==> config.mk <==
export PLATFORM = sky130hd
export DESIGN_NAME = uart_tx_word_packer
export DESIGN_NICKNAME = d
export VERILOG_FILES = /design/src/rtl/uart_pkg.sv /design/src/rtl/sync_fifo.sv /design/src/rtl/uart_tx_word_packer.sv
export SDC_FILE = /design/constraint.sdc
export NUM_CORES = 1
export LEC_CHECK = 0
export ABC_AREA = 1
export CORE_MARGIN = 5
export CORE_UTILIZATION = 60
export CTS_CLUSTER_DIAMETER = 40
export DETAILED_ROUTE_END_ITERATION = 8
export GPL_TIMING_DRIVEN = 0
export PLACE_DENSITY = 0.86
export REMOVE_ABC_BUFFERS = 1
export SYNTH_ARGS = -nofsm -noshare
export SYNTH_HDL_FRONTEND = slang
export SYNTH_SLANG_ARGS = --single-unit
==> constraint.sdc <==
create_clock -name clk -period 10.59 [get_ports clk]
set_clock_uncertainty 0.05 [all_clocks]
set_input_delay 1.5885 -clock clk [delete_from_list [all_inputs] [get_ports clk]]
set_output_delay 1.5885 -clock clk [all_outputs]
set_load 0.01 [all_outputs]
==> src/rtl/uart_pkg.sv <==
// Shared UART types: byte type, word-packer FSM states and the default frame header byte.
package uart_pkg;

    typedef logic [7:0] byte_t;

    typedef enum logic [1:0] {
        IDLE = 2'd0,
        SYNC = 2'd1,
        DATA = 2'd2
    } packer_state_e;

    localparam byte_t UART_SYNC_BYTE = 8'hA5;

    // A byte index needs at least one bit, even for single-byte words.
    function automatic int idx_width(input int nbytes);
        return (nbytes > 1) ? $clog2(nbytes) : 1;
    endfunction

endpackage

==> src/rtl/sync_fifo.sv <==
// Synchronous first-word-fall-through FIFO: the head word is on rd_data whenever empty is low.
module sync_fifo #(
    parameter int W     = 32,
    parameter int DEPTH = 8
) (
    input  logic                     clk,
    input  logic                     rst,
    input  logic                     push,
    input  logic [W-1:0]             wr_data,
    input  logic                     pop,
    output logic [W-1:0]             rd_data,
    output logic                     full,
    output logic                     empty,
    output logic [$clog2(DEPTH):0]   count
);

    localparam int AW = $clog2(DEPTH);
    localparam logic [AW:0] DEPTH_CNT = (AW+1)'(DEPTH);

    logic [W-1:0]  mem [DEPTH];
    logic [AW-1:0] wr_ptr;
    logic [AW-1:0] rd_ptr;
    logic [AW:0]   count_q;
    logic [AW:0]   count_d;
    logic          full_q;
    logic          do_push;
    logic          do_pop;

    // A push while full is dropped even if a pop happens in the same cycle.
    assign do_push = push & ~full_q;
    assign do_pop  = pop & (count_q != '0);

    always_comb begin
        count_d = count_q;
        case ({do_push, do_pop})
            2'b10:   count_d = count_q + 1'b1;
            2'b01:   count_d = count_q - 1'b1;
            default: count_d = count_q;
        endcase
    end

    always_ff @(posedge clk or posedge rst) begin
        if (rst) begin
            wr_ptr  <= '0;
            rd_ptr  <= '0;
            count_q <= '0;
            full_q  <= 1'b0;
        end else begin
            if (do_push) wr_ptr <= wr_ptr + 1'b1;
            if (do_pop)  rd_ptr <= rd_ptr + 1'b1;
            count_q <= count_d;
            full_q  <= (count_d == DEPTH_CNT);
        end
    end

    always_ff @(posedge clk) begin
        if (do_push) mem[wr_ptr] <= wr_data;
    end

    assign rd_data = mem[rd_ptr];
    assign full    = full_q;
    assign empty   = (count_q == '0);
    assign count   = count_q;

endmodule

==> src/rtl/uart_tx_word_packer.sv <==
// Buffers result words and serialises each as an optional SYNC byte plus its data bytes,
// LSB first, onto a valid/ready byte stream feeding the UART transmitter.
module uart_tx_word_packer
    import uart_pkg::*;
#(
    parameter int          WORD_W    = 32,
    parameter int          DEPTH     = 8,
    parameter int          SYNC_EN   = 1,
    parameter logic [7:0]  SYNC_BYTE = UART_SYNC_BYTE
) (
    input  logic                     clk,
    input  logic                     rst,
    input  logic [WORD_W-1:0]        in_data,
    input  logic                     in_valid,
    output logic                     in_ready,
    output logic [7:0]               out_data,
    output logic                     out_valid,
    input  logic                     out_ready,
    output logic [$clog2(DEPTH):0]   fifo_count,
    output logic                     busy
);

    localparam int NBYTES = WORD_W / 8;
    localparam int IDX_W  = idx_width(NBYTES);
    localparam logic [IDX_W-1:0] LAST_IDX = IDX_W'(NBYTES - 1);

    logic [WORD_W-1:0] fifo_rd_data;
    logic              fifo_full;
    logic              fifo_empty;
    logic              fifo_pop;

    packer_state_e     state_q;
    packer_state_e     state_d;

    logic [WORD_W-1:0] shift_q;
    logic [WORD_W-1:0] load_val;
    logic              load_word;
    logic              shift_en;
    logic [IDX_W-1:0]  byte_idx;
    logic [IDX_W-1:0]  byte_idx_d;
    logic [7:0]        out_data_d;
    logic              out_valid_d;
    logic              xfer;
    logic              last_byte;

    sync_fifo #(
        .W     (WORD_W),
        .DEPTH (DEPTH)
    ) u_fifo (
        .clk     (clk),
        .rst     (rst),
        .push    (in_valid),
        .wr_data (in_data),
        .pop     (fifo_pop),
        .rd_data (fifo_rd_data),
        .full    (fifo_full),
        .empty   (fifo_empty),
        .count   (fifo_count)
    );

    assign in_ready  = ~fifo_full;
    assign xfer      = out_valid & out_ready;
    assign last_byte = (byte_idx == LAST_IDX);
    assign busy      = ~fifo_empty | (state_q != IDLE);

    // Without a header the first data byte leaves on the pop, so the shifter starts one byte on.
    assign load_val  = (SYNC_EN != 0) ? fifo_rd_data : (fifo_rd_data >> 8);

    always_ff @(posedge clk or posedge rst) begin
        if (rst) state_q <= IDLE;
        else     state_q <= state_d;
    end

    always_comb begin
        state_d  = state_q;
        fifo_pop = 1'b0;
        case (state_q)
            IDLE: begin
                if (!fifo_empty) begin
                    fifo_pop = 1'b1;
                    state_d  = (SYNC_EN != 0) ? SYNC : DATA;
                end
            end
            SYNC: begin
                if (xfer) state_d = DATA;
            end
            DATA: begin
                if (xfer && last_byte) state_d = IDLE;
            end
            default: state_d = IDLE;
        endcase
    end

    always_comb begin
        out_valid_d = out_valid;
        out_data_d  = out_data;
        byte_idx_d  = byte_idx;
        load_word   = 1'b0;
        shift_en    = 1'b0;
        case (state_q)
            IDLE: begin
                if (!fifo_empty) begin
                    out_valid_d = 1'b1;
                    byte_idx_d  = '0;
                    load_word   = 1'b1;
                    out_data_d  = (SYNC_EN != 0) ? SYNC_BYTE : fifo_rd_data[7:0];
                end
            end
            SYNC: begin
                if (xfer) begin
                    out_data_d = shift_q[7:0];
                    shift_en   = 1'b1;
                end
            end
            DATA: begin
                if (xfer) begin
                    if (last_byte) begin
                        out_valid_d = 1'b0;
                    end else begin
                        byte_idx_d = byte_idx + 1'b1;
                        out_data_d = shift_q[7:0];
                        shift_en   = 1'b1;
                    end
                end
            end
            default: begin
                out_valid_d = 1'b0;
            end
        endcase
    end

    // Output stage: byte and valid are registered so they hold steady under backpressure.
    always_ff @(posedge clk or posedge rst) begin
        if (rst) begin
            out_valid <= 1'b0;
            out_data  <= '0;
            byte_idx  <= '0;
        end else begin
            out_valid <= out_valid_d;
            out_data  <= out_data_d;
            byte_idx  <= byte_idx_d;
        end
    end

    always_ff @(posedge clk) begin
        if (load_word)     shift_q <= load_val;
        else if (shift_en) shift_q <= shift_q >> 8;
    end

endmodule

==> PnR_summary.wiki, run 1 <==
{| class="wikitable"
! Metric !! Value
|-
| Vias in the first global route || 7746
|-
| Routed wirelength normalized by instance count || 20.1 um
|-
| Number of primary I/O pins || 51
|-
| Share of post-route cells with drive strength above 1 || 0.0990
|-
| # hold bufs at CTS || 0
|-
| RePlAce Congestion || 0.760
|-
| CTS Buffer Depth || 3
|-
| Peak fanout along the critical path || 5
|-
| Die outline height || 154 um
|-
| Total vias in the final route || between 7k and 8k
|-
| Start-to-end type of the worst setup path || reg -> out
|-
| Number of buffer cells added on primary ports || 50
|-
| Critical R2R Launch || state_q[0]$_DFFE_PP0P_
|-
| F_max || 273 MHz
|-
| Area of the core || 0.0204 mm^2
|-
| Power per cell area || 295 mW/mm^2
|-
| Worst Tran Pin Value || 0.965 ns
|-
| Clock transition at the registers of the reported paths || 0.06 ns
|-
| Unrepaired setup endpoints after global routing || false
|-
| Kind of start point of the critical path || flip-flop
|-
| Peak VDD IR || 0.000189 V
|-
| Drt via density || ~6
|-
| Hold Path Class || reg -> reg
|-
| Effective utilization at floorplan || 0.615
|-
| Nets || 1060
|-
| Sink Count || 312
|-
| Area share of the largest cell type after synthesis || 0.691
|-
| Cts bufs inserted || 36
|-
| Post-synthesis cell area || 0.0125 mm^2
|-
| H-tree levels || 2
|-
| Fin crit share || 0.346
|-
| Dpl hpwl || approximately 14000 um
|-
| Die Area || 0.0239 mm^2
|-
| Total setup violations reported at the end of the flow || 0
|-
| Tightest slew margin relative to the limit || 0.356
|-
| Cell count after synthesis || 966
|-
| Max Cap Violations || 0
|-
| Antenna violations before repair || 1
|-
| Die outline width || 154 um
|-
| Power, Total || between 4 and 5 mW
|-
| Post-DRT Antenna Nets || 0
|-
| Iteration-0 DRC count of the detailed router || 809
|-
| TritonCTS clock tree || done
|-
| Setup Total Neg Slack || 0 ns
|-
| YS warnings || 0
|-
| Critical Path RT || 8.95 ns
|-
| Final critical delay including setup and external delays || 3.67 ns
|-
| Number of slew-limit violations in the final report || 0
|-
| Pin count of the biggest net entering global routing || 106
|-
| Critical path data arrival time || approximately 2 ns
|-
| Number of buffers added for setup after CTS || 0
|-
| Startpoint of the tightest hold check path || out_data[1]$_DFFE_PP0P_
|-
| Number of filler cells placed in the layout || 1258
|-
| DRC || 0
|-
| Global-route congestion overflow total || 0
|-
| Pre-antenna DRT Iters || 6
|-
| Wire length of the first global-routing pass || 40900 um
|-
| Post-synthesis area per instance || 13.0 um^2
|-
| Synth Register Bits || 312
|-
| Sort of element at the end of the critical path || primary output
|-
| Buffer cell driving the clock tree root || clkbuf_16
|-
| Distinct cell type count of the synthesized netlist || 29
|-
| Launching instance or port of the critical path || state_q[0]$_DFFE_PP0P_
|-
| Clock insertion delay at the later pin of the skew report || 0.51 ns
|-
| Ranking of synthesized cells by area || edfxtp_1, o21ai_0, dfrtp_1
|-
| Rows || 52
|-
| Result of the run || finished, final reports clean
|-
| Hold violation count in the final report || 0
|-
| Largest area contributor in the synthesized netlist || edfxtp_1
|-
| Share of the yosys chip area belonging to registers || 0.739
|-
| Wire length after detailed routing || 26400 um
|-
| Area growth from synthesis to layout || 16.2%
|-
| GRT Resource Usage Total || 0.219
|-
| Leakage dissipation || 5.05 nW
|-
| Number of resized instances in the post-cts repair step || 0
|}
[report_power, final]
part	leakage (nW)	internal, mW	switching (mW)	total [mW]
combinational	1.59	0.437	0.873	1.31
sequential	2.92	1.65	0.157	1.80
clock	0.546	0.696	0.474	1.17
total	5.05	2.78	1.50	4.28
[logic make-up (layout without fill, tap and decap cells)]
kind of cell / count (synthesis) / after routing / share of synthesized area
fa+ha+maj: 11 / 11 / 0.0110
xor+xnor: 5 / 5 / 0.00350
compound gates: 248 / 248 / 0.115
other cells: 0 / 1 / 0
buf+inv: 99 / 173 / 0.0382
flops: 312 / 312 / 0.739
simple gates: 291 / 291 / 0.0936
[critical path, cell delays in order, from the launching register on]
cell and delay (ns):
dfrtp_1 0.41, inv_1 0.14, ha_1 0.27, nand4_2 0.19, clkdlybuf4s50_1 0.52
[worst paths after layout]
check                                               end  slack [ns]  depth (start not counted)
setup reg to reg                  u_fifo.full$_DFF_PP0_        6.97                         14
setup / recovery                                   busy        6.92                          4
min in group asynchronous       out_data[5]$_DFFE_PP0P_        1.56                          2
max in group asynchronous  u_fifo.rd_ptr[0]$_DFFE_PP0N_        8.23                          2
hold reg to reg                 out_data[1]$_DFFE_PP0P_        0.43                          2
hold / removal                  out_data[1]$_DFFE_PP0P_        0.43                          2
[synthesized netlist by cell type]
master / count
o22ai_1: 16
ha_1: 11
o2111ai_1: 1
clkbuf_1: 25
o211ai_2: 10
nand2_1: 89
o21ai_0: 149
o211ai_1: 39
nand4_2: 1
nor2_2: 8
nand3_1: 32
edfxtp_1: 288
nand2_2: 1
nand3b_1: 1
buf_4: 3
buf_8: 2
buf_6: 6
inv_1: 43
a21oi_1: 28
buf_2: 18
inv_6: 1
xor2_1: 4
xnor2_1: 1
nor2_1: 157
dfrtp_1: 24
or2_2: 2
o31ai_1: 1
inv_2: 1
o21ai_1: 4
[per-layer routing]
metal  routed length, um  global-route usage  part of all wire  up-vias
met5                   0                   0                 0        -
met4                 488              0.0723             0.019        0
met3                2550              0.0425             0.097       46
met2               13200               0.369              0.50      458
met1               10100               0.288              0.38     3782
li1                    -                   -                 -     3592
[flip-flops by register name (all words and copies together), names as in the netlist]
signal         count
u_fifo.mem       256
shift_q           32
out_data           8
u_fifo.count       4
u_fifo.rd_ptr      3
u_fifo.wr_ptr      3
byte_idx           2
state_q            2
out_valid          1
u_fifo.full        1
[stage by stage]
stage | std cells | area [um^2] | hold slack, ns | setup WS (ns) | utilization
after detailed placement | 1245 | 13400 | 0.422 | 6.85 | 0.659
after global routing | 1311 | 14500 | 0.462 | 6.72 | 0.714
after CTS | 1310 | 14500 | 0.437 | 6.91 | 0.714
final | 1311 | 14500 | 0.430 | 6.92 | 0.714
after floorplan | 912 | 12200 | 0.407 | 5.96 | -
after global placement | 1232 | 13100 | 0.414 | 3.83 | 0.641
[layout by cell type (no fill, tap or decap), drive strengths merged]
master / n
edfxtp: 288
nor2: 165
o21ai: 153
nand2: 90
clkdlybuf4s50: 50
inv: 50
o211ai: 49
clkbuf: 44
nand3: 32
a21oi: 28
dfrtp: 24
o22ai: 16
buf: 13
ha: 11
clkinv: 10
xor2: 4
clkinvlp: 4
or2: 2
bufinv: 2
diode: 1
nand4: 1
nand3b: 1
o2111ai: 1
xnor2: 1
o31ai: 1
[area by class of cell]
| class | count | area (um^2) | area share |
|---|---|---|---|
| flip-flops and latches | 312 | 9260 | 0.636 |
| multi-input cells | 555 | 2870 | 0.197 |
| clock buffers | 44 | 952 | 0.0655 |
| repair buffers | 63 | 773 | 0.0532 |
| well taps | 270 | 338 | 0.0232 |
| clock inverters | 21 | 183 | 0.0126 |
| inverters | 45 | 174 | 0.0120 |
| diodes | 1 | 2.50 | 0.000172 |
(Power assumes the default switching activity.)
==> run 2, diff against run 1 <==
Settings changed: CORE_UTILIZATION 60 to 54, PLACE_DENSITY 0.86 to 0.82.
Clock period 10.59 ns to 3.1 ns, I/O delays scaled along.
==> run 2 against run 1 <==
  * Cell count up 0.61%
  * Routed wire length up 1.9%
  * Die area up 10%
  * Hold slack better by 0.0035 ns
  * Utilization down 7.1 points
  * First-iteration DRC count up 4.1%
  * Critical endpoint is now u_fifo.full$_DFF_PP0_
  * Highest routed layer unchanged
==> PnR_summary.wiki, run 2 (synthesis gave the netlist of run 1 again) <==
{| class="wikitable"
! Metric !! Value
|-
| Registers with the most flip-flops || u_fifo.mem x256, shift_q x32, out_data x8
|-
| Worst Tran Pin Value || 0.995 ns (+0.0297 ns)
|-
| Power, Total || 14.7 mW (+240%)
|-
| RePlAce Congestion || 0.804 (+5.8%)
|-
| Final-layout worst hold slack || 0.434 ns (+0.00352 ns)
|-
| Cts bufs inserted || 36 (unchanged)
|-
| Wire length of the first global-routing pass || 41800 um (+2.2%)
|-
| Sort of element at the end of the critical path || flip-flop
|-
| # hold bufs at CTS || 0 (unchanged)
|-
| Max Cap Violations || 0 (unchanged)
|-
| Met1 track utilization from global routing || 0.266 (-0.0220)
|-
| Share of post-route cells with drive strength above 1 || 0.0996 (+0.000575)
|-
| Drt via density || 5.93 (-1.2%)
|-
| Die outline width || 162 um (+5.1%)
|-
| Iteration-0 DRC count of the detailed router || 842 (+4.1%)
|-
| Critical Path RT || 3.48 ns (-5.47 ns)
|-
| Vias in the first global route || 7795 (+0.63%)
|-
| TritonCTS clock tree || done
|-
| Fin crit share || 0.929
|-
| H-tree levels || 2 (unchanged)
|-
| F_max || 347 MHz
|-
| Critical path data arrival time || 3.26 ns (+1.23 ns)
|-
| Nets || 1059 (-0.094%)
|-
| Power per cell area || 1010 mW/mm^2 (+240%)
|-
| Peak fanout along the critical path || 37 (+32)
|-
| Result of the run || finished, final reports clean
|-
| Start-to-end type of the worst setup path || reg -> reg
|-
| Kind of start point of the critical path || flip-flop
|-
| DRC || 0 (unchanged)
|-
| Unrepaired setup endpoints after global routing || false
|-
| Hold Path Class || reg -> reg
|-
| Total vias in the final route || 7828 (-0.63%)
|-
| Tightest slew margin relative to the limit || 0.337 (-0.0191)
|-
| Buffer cell driving the clock tree root || clkbuf_16
|-
| Die Area || 0.0263 mm^2 (+10%)
|-
| Busiest layer in global routing || met2
|-
| Antenna violations before repair || 0 (-1)
|-
| Met3 global-route usage || 0.0335 (-0.00898)
|-
| Number of primary I/O pins || 51 (unchanged)
|-
| Clock transition at the registers of the reported paths || 0.05 ns (about the same)
|-
| GRT Resource Usage Total || 0.203 (-0.0155)
|-
| Peak VDD IR || 0.000564 V (+200%)
|-
| Post-DRT Antenna Nets || 0 (unchanged)
|-
| Leakage dissipation || 5.06 nW (+0.20%)
|-
| Hold violation count in the final report || 0 (unchanged)
|-
| Sink Count || 312 (unchanged)
|-
| Pin count of the biggest net entering global routing || 106 (unchanged)
|-
| Global-route congestion overflow total || 0 (unchanged)
|-
| Pre-antenna DRT Iters || 6 (unchanged)
|-
| Count of inserted antenna diode cells || 0 (-1)
|-
| Number of slew-limit violations in the final report || 0 (unchanged)
|-
| Final critical delay including setup and external delays || a little under 3 ns
|-
| Dpl hpwl || 14400 um (+1.3%)
|-
| Number of buffer cells added on primary ports || 50 (unchanged)
|-
| Total setup violations reported at the end of the flow || 0 (unchanged)
|-
| Area growth from synthesis to layout || 16.6%
|-
| Clock insertion delay at the later pin of the skew report || 0.51 ns (about the same)
|-
| Most common cell after layout, fill and taps aside || edfxtp_1
|-
| Routed wirelength normalized by instance count || 20.4 um (+1.2%)
|-
| Number of buffers added for setup after CTS || 0 (unchanged)
|-
| Effective utilization at floorplan || 0.551 (-0.0635)
|-
| Met2 Use GR || 0.351 (-0.0183)
|-
| Fin worst setup slack || 0.219 ns (-6.70 ns)
|-
| Area of the core || 0.0227 mm^2 (+12%)
|-
| Die outline height || 162 um (+5.1%)
|-
| CTS Buffer Depth || 3 (unchanged)
|-
| Worst slack, placed || -0.474 ns (-7.33 ns)
|-
| Biggest register || u_fifo.mem
|-
| Commonest cells after routing, fill and taps aside || edfxtp_1, nor2_1, o21ai_0
|-
| Number of flip-flops in the largest register || 256 (unchanged)
|-
| Rows || 55 (+5.8%)
|-
| Wire length after detailed routing || 26900 um (+1.9%)
|}
-- run 2: final cells by class --
type / count / area [um^2]
multi-input cells: 555 / 2880
flip-flops and latches: 312 / 9260
clock buffers: 39 / 933
repair buffers: 62 / 773
well taps: 285 / 357
fillers: 1539 / 8110
clock inverters: 21 / 213
inverters: 45 / 186
-- run 2: final timing paths --
path,startpoint,end,slack [ns],depth (start not counted)
max in group asynchronous,rst,u_fifo.rd_ptr[1]$_DFFE_PP0N_,1.84,2
min in group asynchronous,rst,out_data[7]$_DFFE_PP0P_,0.45,2
hold reg to reg,out_data[0]$_DFFE_PP0P_,out_data[0]$_DFFE_PP0P_,0.43,2
setup / recovery,u_fifo.count[0]$_DFF_PP0_,u_fifo.full$_DFF_PP0_,0.22,14
hold / removal,out_data[0]$_DFFE_PP0P_,out_data[0]$_DFFE_PP0P_,0.43,2
setup reg to reg,u_fifo.count[0]$_DFF_PP0_,u_fifo.full$_DFF_PP0_,0.22,14
-- run 2: timing repair --
item / CTS / global route
endpoints found under the setup margin: 4 / 1
gates resized for setup: 4 / 2
cloned: 0 / 0
-- run 2: through the flow --
stage / setup TNS [ns] / utilization / cell area [um^2] / instances
global route: 0 / 0.643 / 14600 / 1319
detailed placement: -1.26 / 0.591 / 13400 / 1259
CTS: 0 / 0.642 / 14600 / 1319
finish: 0 / 0.643 / 14600 / 1319
floorplan: -50.24 / - / 12200 / 912
global placement: -543.49 / 0.576 / 13100 / 1247
-- run 2: worst max-delay path: stages (launching register included) --
cell      delay [ns]
dfrtp_1         0.43
nor2_1          0.21
nand3_1         0.23
nand2_8         0.29
clkinv_8        0.24
ha_1            0.32
nand2_1         0.08
inv_1           0.04
nor2_1          0.13
ha_1            0.25
nand2_1         0.07
o21ai_0         0.11
nor2_1          0.11
o211ai_1        0.10
nor2_1          0.11
-- run 2: where the power goes --
part	internal, mW	total (mW)	switching [mW]
Sequential	5.62	6.24	0.617
Combinational	1.50	4.40	2.91
Clock	2.44	4.06	1.62
-- run 2: layer usage --
metal  part of all wire  vias up
met2               0.50      368
met1               0.39     3814
met3              0.084       59
met5                  0        -
li1                   -     3587
met4              0.023        0
